<file path="src/rtl/tmr_adder_pipe_pkg.sv">
// Shared definitions for the triple-modular-redundant adder pipeline:
// result status codes and the control-word integrity check.
package tmr_pkg;

    typedef enum logic [1:0] {
        ERR_OK     = 2'b00,
        ERR_CORR   = 2'b01,
        ERR_INPUT  = 2'b10,
        ERR_UNCORR = 2'b11
    } err_t;

    function automatic logic is_onehot3(input logic [2:0] v);
        return ($countones(v) == 1);
    endfunction

endpackage

</file>
<file path="src/rtl/tmr_adder_pipe_if.sv">
// Operand/result bus of the TMR adder: one valid/ready channel in, one out.
interface tmr_adder_pipe_if #(
    parameter int WIDTH = 3
);
    // Both channels: a beat transfers on a rising clock edge where valid and
    // ready are both high; the sender holds valid and its payload stable until
    // then, and ready never depends on valid of the same channel.
    logic             in_valid;
    logic             in_ready;
    logic [WIDTH-1:0] a;
    logic [WIDTH-1:0] b;
    logic             par;
    logic [2:0]       ctrl;
    logic [2:0]       inj;
    logic             out_valid;
    logic             out_ready;
    logic [WIDTH-1:0] sum;
    logic             cout;
    logic [1:0]       err;

    modport master (
        output in_valid, a, b, par, ctrl, inj, out_ready,
        input  in_ready, out_valid, sum, cout, err
    );

    modport slave (
        input  in_valid, a, b, par, ctrl, inj, out_ready,
        output in_ready, out_valid, sum, cout, err
    );
endinterface

</file>
<file path="src/rtl/tmr_adder_pipe_replica.sv">
// One redundant copy of the adder datapath; its inj input flips one sum bit
// so that the voter downstream can be exercised.
module tmr_replica #(
    parameter int WIDTH   = 3,
    parameter int INJ_BIT = 0
) (
    input  logic [WIDTH-1:0] a,
    input  logic [WIDTH-1:0] b,
    input  logic             inv_a,
    input  logic             inv_b,
    input  logic             cin,
    input  logic             inj,
    output logic [WIDTH:0]   res
);
    localparam logic [WIDTH:0] FLIP = (WIDTH+1)'(1) << INJ_BIT;

    logic [WIDTH-1:0] ai;
    logic [WIDTH-1:0] bi;
    logic [WIDTH:0]   raw;

    assign ai  = a ^ {WIDTH{inv_a}};
    assign bi  = b ^ {WIDTH{inv_b}};
    assign raw = {1'b0, ai} + {1'b0, bi} + (WIDTH+1)'(cin);
    assign res = raw ^ (inj ? FLIP : '0);
endmodule

</file>
<file path="src/rtl/tmr_adder_pipe.sv">
// Two-stage TMR adder: S1 holds the operand beat, three replicas add it,
// S2 holds their results, and a majority voter drives the result channel.
module tmr_adder_pipe
    import tmr_pkg::*;
#(
    parameter int WIDTH = 3,
    parameter int CNT_W = 8
) (
    input  logic               clk,
    input  logic               rst,
    tmr_adder_pipe_if.slave    bus,
    input  logic               clr,
    output logic [2:0]         fault_id,
    output logic [CNT_W-1:0]   err_cnt
);
    localparam logic [CNT_W-1:0] CNT_MAX = '1;

    logic             s1_valid;
    logic [WIDTH-1:0] s1_a;
    logic [WIDTH-1:0] s1_b;
    logic             s1_par;
    logic [2:0]       s1_ctrl;
    logic [2:0]       s1_inj;
    logic             s2_valid;
    logic [WIDTH:0]   s2_res [3];
    logic             s2_in_bad;
    logic [WIDTH:0]   rep_res [3];
    logic             s1_adv;
    logic             s2_adv;
    logic             in_ok;
    logic             xfer;
    logic [WIDTH:0]   vote_res;
    err_t             vote_err;
    logic [2:0]       outvoted;

    assign s2_adv        = !s2_valid || bus.out_ready;
    assign s1_adv        = !s1_valid || s2_adv;
    assign bus.in_ready  = s1_adv;
    assign bus.out_valid = s2_valid;
    assign xfer          = s2_valid && bus.out_ready;
    assign in_ok         = (^{s1_a, s1_b, s1_par}) && is_onehot3(s1_ctrl);

    always_ff @(posedge clk or posedge rst) begin
        if (rst) begin
            s1_valid <= 1'b0;
            s1_a     <= '0;
            s1_b     <= '0;
            s1_par   <= 1'b0;
            s1_ctrl  <= '0;
            s1_inj   <= '0;
        end else if (s1_adv) begin
            s1_valid <= bus.in_valid;
            if (bus.in_valid) begin
                s1_a    <= bus.a;
                s1_b    <= bus.b;
                s1_par  <= bus.par;
                s1_ctrl <= bus.ctrl;
                s1_inj  <= bus.inj;
            end
        end
    end

    for (genvar i = 0; i < 3; i++) begin : g_rep
        tmr_replica #(
            .WIDTH   (WIDTH),
            .INJ_BIT (i % WIDTH)
        ) u_rep (
            .a     (s1_a),
            .b     (s1_b),
            .inv_a (s1_ctrl[2]),
            .inv_b (s1_ctrl[1]),
            .cin   (~s1_ctrl[0]),
            .inj   (s1_inj[i]),
            .res   (rep_res[i])
        );
    end

    // Idle S2 holds identical zero results, so the outputs read 0 / ERR_OK out of reset.
    always_ff @(posedge clk or posedge rst) begin
        if (rst) begin
            s2_valid  <= 1'b0;
            s2_res    <= '{default: '0};
            s2_in_bad <= 1'b0;
        end else if (s2_adv) begin
            s2_valid <= s1_valid;
            if (s1_valid) begin
                s2_res    <= rep_res;
                s2_in_bad <= !in_ok;
            end
        end
    end

    always_comb begin
        vote_res = s2_res[0];
        vote_err = ERR_OK;
        outvoted = 3'b000;
        if (s2_in_bad) begin
            vote_res = '0;
            vote_err = ERR_INPUT;
        end else if (s2_res[0] == s2_res[1] && s2_res[1] == s2_res[2]) begin
            vote_err = ERR_OK;
        end else if (s2_res[0] == s2_res[1]) begin
            vote_err = ERR_CORR;
            outvoted = 3'b100;
        end else if (s2_res[0] == s2_res[2]) begin
            vote_err = ERR_CORR;
            outvoted = 3'b010;
        end else if (s2_res[1] == s2_res[2]) begin
            vote_res = s2_res[1];
            vote_err = ERR_CORR;
            outvoted = 3'b001;
        end else begin
            vote_err = ERR_UNCORR;
        end
    end

    assign bus.sum  = vote_res[WIDTH-1:0];
    assign bus.cout = vote_res[WIDTH];
    assign bus.err  = vote_err;

    always_ff @(posedge clk or posedge rst) begin
        if (rst) begin
            fault_id <= '0;
            err_cnt  <= '0;
        end else if (clr) begin
            fault_id <= '0;
            err_cnt  <= '0;
        end else if (xfer) begin
            if (vote_err == ERR_CORR) begin
                fault_id <= fault_id | outvoted;
            end
            if (vote_err != ERR_OK && err_cnt != CNT_MAX) begin
                err_cnt <= err_cnt + 1'b1;
            end
        end
    end
endmodule
</file>
<file path="src/flat_wrapper.sv">
// flat-port wrapper written by rule: the top's interface ports become plain ports
module tmr_adder_pipe_flat import tmr_pkg::*;
#(
    parameter int WIDTH = 3,
    parameter int CNT_W = 8
)
  (clk, rst, clr, fault_id, err_cnt, bus_in_valid, bus_a, bus_b, bus_par, bus_ctrl, bus_inj, bus_out_ready, bus_in_ready, bus_out_valid, bus_sum, bus_cout, bus_err);
  tmr_adder_pipe_if #(.WIDTH(WIDTH)) bus_i ();
  input  logic clk;
  input  logic rst;
  input  logic clr;
  output logic [2:0] fault_id;
  output logic [CNT_W-1:0] err_cnt;
  input wire logic [$bits(bus_i.in_valid)-1:0] bus_in_valid;
  input wire logic [$bits(bus_i.a)-1:0] bus_a;
  input wire logic [$bits(bus_i.b)-1:0] bus_b;
  input wire logic [$bits(bus_i.par)-1:0] bus_par;
  input wire logic [$bits(bus_i.ctrl)-1:0] bus_ctrl;
  input wire logic [$bits(bus_i.inj)-1:0] bus_inj;
  input wire logic [$bits(bus_i.out_ready)-1:0] bus_out_ready;
  output wire logic [$bits(bus_i.in_ready)-1:0] bus_in_ready;
  output wire logic [$bits(bus_i.out_valid)-1:0] bus_out_valid;
  output wire logic [$bits(bus_i.sum)-1:0] bus_sum;
  output wire logic [$bits(bus_i.cout)-1:0] bus_cout;
  output wire logic [$bits(bus_i.err)-1:0] bus_err;
  assign bus_i.in_valid = bus_in_valid;
  assign bus_i.a = bus_a;
  assign bus_i.b = bus_b;
  assign bus_i.par = bus_par;
  assign bus_i.ctrl = bus_ctrl;
  assign bus_i.inj = bus_inj;
  assign bus_i.out_ready = bus_out_ready;
  assign bus_in_ready = bus_i.in_ready;
  assign bus_out_valid = bus_i.out_valid;
  assign bus_sum = bus_i.sum;
  assign bus_cout = bus_i.cout;
  assign bus_err = bus_i.err;
  tmr_adder_pipe #(.WIDTH(WIDTH), .CNT_W(CNT_W)) u_core (.clk(clk), .rst(rst), .bus(bus_i), .clr(clr), .fault_id(fault_id), .err_cnt(err_cnt));
endmodule
</file>
<file path="config.mk">
export PLATFORM = sky130hd
export DESIGN_NAME = tmr_adder_pipe_flat
export DESIGN_NICKNAME = d
export VERILOG_FILES = /design/src/rtl/tmr_adder_pipe_pkg.sv /design/src/rtl/tmr_adder_pipe_if.sv /design/src/rtl/tmr_adder_pipe_replica.sv /design/src/rtl/tmr_adder_pipe.sv /design/src/flat_wrapper.sv
export SDC_FILE = /design/constraint.sdc
export NUM_CORES = 1
export LEC_CHECK = 0
export CELL_PAD_IN_SITES_DETAIL_PLACEMENT = 0
export CELL_PAD_IN_SITES_GLOBAL_PLACEMENT = 1
export CORE_MARGIN = 3
export CORE_UTILIZATION = 43
export DETAILED_ROUTE_END_ITERATION = 8
export GPL_ROUTABILITY_DRIVEN = 0
export HOLD_SLACK_MARGIN = 0.15
export MAX_ROUTING_LAYER = met4
export PLACE_DENSITY_LB_ADDON = 0.15
export SETUP_SLACK_MARGIN = 0.05
export SYNTH_ARGS = -nofsm -noshare
export SYNTH_HDL_FRONTEND = slang
export SYNTH_SLANG_ARGS = --single-unit
</file>
<file path="constraint.sdc">
create_clock -name clk -period 6.1 [get_ports clk]
set_input_delay 1.22 -clock clk [delete_from_list [all_inputs] [get_ports clk]]
set_output_delay 1.22 -clock clk [all_outputs]
set_load 0.03 [all_outputs]
</file>
==> results.json, run 1 <==
{
  "coreArea_um2": 4060,
  "setup_viol": 0,
  "dp_hpwl_mm": 2.77,
  "fp-row-count": 23,
  "ctsHoldBuffers": 0,
  "syn_area_per_cell_um2": 11.1,
  "postRouteAntennaNets": 0,
  "fmax_ghz": 0.262,
  "drt-total-wl_mm": 3.69,
  "skew_ns": 0.00435,
  "synth.area.top_cells": "dfrtp_1, mux2_2, xor2_1",
  "synth_edf_count": 0,
  "ys_seq_area_share_pct": 46.1,
  "dieHeight_um": 71.5,
  "ioPinCount": 37,
  "max_slew_margin_pct": 35.7,
  "clk_pin_slew_worst_paths_ns": 0.06,
  "synthDistinctLibCells": 36,
  "syn_inst": 167,
  "reg2reg_to": "u_core.s2_res[2]$_DFFE_PP0P_",
  "min_to": "u_core.s2_res[3]$_DFFE_PP0P_",
  "synth_area_leader_cell": "dfrtp_1",
  "fin_area_um2": 2330,
  "worstMarginPinSlew_ns": 0.956,
  "die_x_um": 71.5,
  "hold_start": "u_core.s2_res[3]$_DFFE_PP0P_",
  "clock_path_buffers": 2,
  "timing.rr.start": "u_core.s1_ctrl[2]$_DFFE_PP0P_",
  "clk_latency_ns": 0.28,
  "vdd_drop_max_v": 0.000137,
  "io_buffers": 36,
  "cts_tree": "yes",
  "crit_path_end_kind": "output port",
  "clkSinkCount": 34,
  "cts_buffers": 5,
  "place_area_um2": 2250,
  "syn_area_um2": 1850,
  "via_count": 1341,
  "overflow": 0,
  "postCtsSetupBuffers": 0,
  "yosys_most_used_dff": "dfrtp_1",
  "crit_arrival_ns": 2.59,
  "htree_levels": 2,
  "final.setup.tns_ns": 0,
  "min_path_type": "register to register",
  "p_leak_nw": 0.961,
  "final-hold-violation-count": 0,
  "synth_common_cells": "dfrtp_1, mux2_2, nand2_1",
  "initial_core_util_pct": 45.5,
  "fin_crit_sh_pct": 62.5,
  "slew_viol_final": 0,
  "routedWlPerCell_um": 14.5,
  "async_flop_share_pct": 100,
  "yosysWarnings": 0,
  "dieArea_um2": 5110,
  "area_growth_pct": 26.3,
  "cts_resized": 0,
  "drc_errors": 0,
  "final_nets": 233,
  "post-synth-top-count-cell": "dfrtp_1",
  "hold-worst-slack_ns": 0.479,
  "drt_first_iter_violations": 41,
  "grt_max_degree": 35,
  "maxCapViolations": 0,
  "root_buffer": "clkbuf_8",
  "track_usage_pct": 16.9,
  "crit_type": "input pin to output port",
  "r2r_cells": 6,
  "drive_gt1_share_pct": 13.7,
  "rsz0062_at_grt": "false",
  "fin_crit_ns": 3.81,
  "synth.top_cell.area_share_pct": 46.1,
  "status": "complete, no violations",
  "first_global_vias": 1405,
  "avgViaCountPerCell": 5.26,
  "drt_first_pass_iters": 4,
  "min_path_cells": 2,
  "cp-start-kind": "input pin",
  "path_max_fanout": 4,
  "crit_required_ns": 4.88,
  "worstSetupStartpoint": "bus_out_ready",
  "syn_nets": 194,
  "powerDensity_nw_per_um2": 344,
  "antenna_found_initial": 0,
  "insertedDiodeCount": 0,
  "ys_seq_elements": 34,
  "r2r_slack_ns": 4.00,
  "grt_pass1_wl_mm": 6.54
}
worst max path at each step:
stage,endpoint,slack [ns],cells past startpoint
after floorplan,bus_in_ready,3.31,1
after global placement,bus_in_ready,2.33,3
after detailed placement,bus_in_ready,2.30,3
after CTS,bus_in_ready,2.29,3
after global routing,bus_in_ready,2.23,3
final,bus_in_ready,2.29,3
cell families (layout without fill, tap and decap cells):
logic type | Yosys count | count (layout) | synth area share [%]
xor+xnor | 19 | 19 | 10.2
buf+inv | 13 | 51 | 3.12
fa+ha+maj | 9 | 9 | 7.32
compound gates | 32 | 32 | 10.5
flops | 34 | 34 | 46.1
simple gates | 44 | 44 | 12.9
mux | 16 | 16 | 9.76
cells in the final DEF, fill, tap and decap left out:
cell / instances
a41oi_1: 1
nor3_1: 2
nor2b_1: 4
nor4b_1: 1
a311o_1: 1
a21oi_1: 10
clkdlybuf4s50_1: 36
a31oi_1: 3
xnor2_1: 7
fa_1: 3
mux2_2: 16
o21ai_0: 10
or3_1: 2
nand4_1: 2
buf_4: 1
ha_1: 6
xor2_2: 3
or4_1: 4
a21o_1: 1
dfrtp_1: 34
a22oi_1: 1
o31ai_1: 3
a41o_1: 1
clkbuf_8: 6
nand2b_1: 3
nor2_1: 8
nand3_1: 3
a31o_2: 1
and4_1: 1
xor2_1: 9
nand3b_1: 1
nor4_2: 1
nor4_1: 1
inv_1: 8
nand2_1: 11
metrics by stage:
| stage | power [mW] | setup WS [ns] | instances | util [%] |
|---|---|---|---|---|
| floorplan | 0.559 | 3.31 | 167 | - |
| global placement | 0.639 | 2.33 | 249 | 55.4 |
| detailed placement | 0.648 | 2.30 | 249 | 55.4 |
| CTS | 0.815 | 2.29 | 255 | 57.4 |
| global route | 0.866 | 2.23 | 255 | 57.4 |
| finish | 0.803 | 2.29 | 255 | 57.4 |
metal layers:
metal	GRT usage (%)	up-vias	part of all wire, %
met5	-	-	0
met4	6.26	0	2.0
met3	4.21	8	5.0
met2	25.7	40	46
met1	21.8	635	47
li1	-	658	-
report_power, final:
group | switching (mW) | leakage [nW] | internal, mW
sequential | 0.0494 | 0.420 | 0.268
clock | 0.0741 | 0.0431 | 0.0869
combinational | 0.176 | 0.498 | 0.148
total | 0.299 | 0.961 | 0.503
worst max-delay path, cell delays in order:
cell and delay [ns]:
clkdlybuf4s50_1 0.52, nand3b_1 0.17, clkdlybuf4s50_1 0.69
sequential cells by signal, indices dropped and copies added, names as in the netlist:
signal                cells
u_core.s1_b               3
u_core.s1_valid           1
u_core.s1_ctrl            3
u_core.s1_a               3
u_core.s2_in_bad          1
u_core.s1_par             1
u_core.s1_inj             3
u_core.bus.out_valid      1
u_core.err_cnt            8
u_core.s2_res             7
u_core.fault_id           3
area by class of cell:
type / instances / area (um^2)
fill: 352 / 1730
multi-input combinational: 120 / 937
clock buffer: 6 / 82.6
inverter: 8 / 30.0
timing repair buffer: 37 / 368
tap: 50 / 62.6
sequential: 34 / 851
No activity file was read; power rests on OpenSTA's default activity.
==> run 2, diff against run 1 <==
CORE_UTILIZATION = 36   (was 43)
clock period = 3.5 ns   (was 6.1 ns; I/O delays follow)
==> results.json, run 2 (same netlist as run 1, synthesis figures left out) <==
{
  "status": "complete, no violations",
  "drive_gt1_share_pct": 14.1,
  "fin_cells": 273,
  "worstMarginPinSlew_ns": 0.879,
  "maxCapViolations": 0,
  "ioPinCount": 37,
  "die_x_um": 77.6,
  "insertedDiodeCount": 0,
  "overflow": 0,
  "crit_path_end_kind": "output port",
  "vdd_drop_max_v": 0.000224,
  "clock_path_buffers": 2,
  "pwr-share-clk_pct": 24.6,
  "cts_resized": 0,
  "dieArea_um2": 6020,
  "grt_pass1_wl_mm": 6.38,
  "max_slew_margin_pct": 40.9,
  "p_sw_mw": 0.536,
  "cp_slowest_stage_delay_ns": 0.69,
  "final.setup.tns_ns": 0,
  "crit_type": "input pin to output port",
  "min_path_type": "register to register",
  "crit_required_ns": 2.80,
  "min_to": "u_core.fault_id[2]$_DFFE_PP0P_",
  "area_growth_pct": 29.1,
  "root_buffer": "clkbuf_8",
  "power_frac_comb_pct": 38.2,
  "grt_max_degree": 35,
  "final_nets": 233,
  "cts_tree": "yes",
  "track_usage_pct": 13.7,
  "min_path_cells": 2,
  "worstSetupStartpoint": "bus_out_ready",
  "hold_start": "u_core.fault_id[2]$_DFFE_PP0P_",
  "r2r_slack_ns": 1.40,
  "dp_cells": 266,
  "postRouteAntennaNets": 0,
  "post-place-ws_ns": 0.738,
  "top_regs": "u_core.err_cnt: 8 flops, u_core.s2_res: 7 flops",
  "avgViaCountPerCell": 5.00,
  "first_global_vias": 1382,
  "cts_buffers": 5,
  "setup_viol": 0,
  "r2r_cells": 6,
  "rsz0062_at_grt": "false",
  "clk_pin_slew_worst_paths_ns": 0.07,
  "dieHeight_um": 77.6,
  "routedWlPerCell_um": 13.8,
  "drt_first_pass_iters": 4,
  "critPathSlowestCell": "clkdlybuf4s50_1",
  "initial_core_util_pct": 38.1,
  "reg2reg_to": "u_core.s2_res[2]$_DFFE_PP0P_",
  "p_leak_nw": 0.975,
  "seq_power_share_pct": 37.2,
  "p_sw_share_pct": 36.0,
  "dp_hpwl_mm": 2.79,
  "io_buffers": 36,
  "skew_ns": 0.00736,
  "fp-row-count": 25,
  "path_max_fanout": 4,
  "htree_levels": 2,
  "drt-total-wl_mm": 3.76,
  "drc_errors": 0,
  "fin_crit_ns": 2.76,
  "path_cells": "clkdlybuf4s50_1, nand3b_1, clkdlybuf4s50_1",
  "hold-worst-slack_ns": 0.496,
  "drt_first_iter_violations": 42,
  "crit_top_cell": "clkdlybuf4s50_1",
  "antenna_found_initial": 0,
  "layout_common_cells": "clkdlybuf4s50_1, dfrtp_1, mux2_2",
  "final-hold-violation-count": 0,
  "p_int_mw": 0.954,
  "clkSinkCount": 34,
  "clk_latency_ns": 0.28,
  "fin_crit_sh_pct": 79.0,
  "via_count": 1366,
  "ctsHoldBuffers": 0,
  "largest_register": "u_core.err_cnt",
  "timing.rr.start": "u_core.s1_ctrl[2]$_DFFE_PP0P_",
  "cp-start-kind": "input pin",
  "postCtsSetupBuffers": 0,
  "mostFrequentLayoutCell": "clkdlybuf4s50_1",
  "setup_slack_ns": 0.737,
  "fmax_ghz": 0.362,
  "powerDensity_nw_per_um2": 625,
  "slew_viol_final": 0,
  "crit_arrival_ns": 2.06,
  "coreArea_um2": 4850,
  "largest_reg_flops": 8
}
run 2: cell count changes in the layout (fill, tap and decap cells not counted):
cell	before	now
bufinv_16	0	1
run 2: how the worst max path moves through the flow:
stage,end,slack [ns],depth (start not counted)
after floorplan,bus_err[1],1.32,3
after global placement,bus_in_ready,0.76,3
after detailed placement,bus_in_ready,0.74,3
after CTS,bus_err[1],0.73,4
after global routing,bus_sum[0],0.63,4
final,bus_in_ready,0.74,3
run 2: worst max-delay path: cells and delay by family:
| family | cells | cell delay (ns) |
|---|---|---|
| AND/OR/NAND/NOR | 1 | 0.17 |
| buffers and inverters | 2 | 1.19 |
run 2: power groups by stage:
stage	Combinational (mW)	Clock [mW]	Sequential [mW]
floorplan	0.431	0	0.543
global placement	0.560	0	0.559
detailed placement	0.575	0	0.562
CTS	0.577	0.382	0.555
global route	0.635	0.395	0.567
finish	0.569	0.367	0.554
run 2: metal layers:
metal | routed length, um | track usage [%]
met1 | 1840 | 17.8
met4 | 31 | 5.34
met5 | 0 | -
met3 | 185 | 3.94
met2 | 1700 | 20.2
run 2: cell type report:
class / instances / area, um^2
Multi-Input combinational cell: 120 / 937
Timing Repair Buffer: 37 / 368
Fill cell: 457 / 2470
Clock buffer: 6 / 82.6
Inverter: 8 / 30.0
Sequential cell: 34 / 851
Tap cell: 67 / 83.8
Clock inverter: 1 / 30.0
run 2: metrics by stage:
step / instance area [um^2] / utilization (%) / power (mW)
6_report: 2380 / 49.1 / 1.49
5_1_grt: 2380 / 49.1 / 1.60
4_1_cts: 2380 / 49.1 / 1.51
3_5_place_dp: 2270 / 46.8 / 1.14
3_3_place_gp: 2270 / 46.8 / 1.12
2_1_floorplan: 1850 / - / 0.975
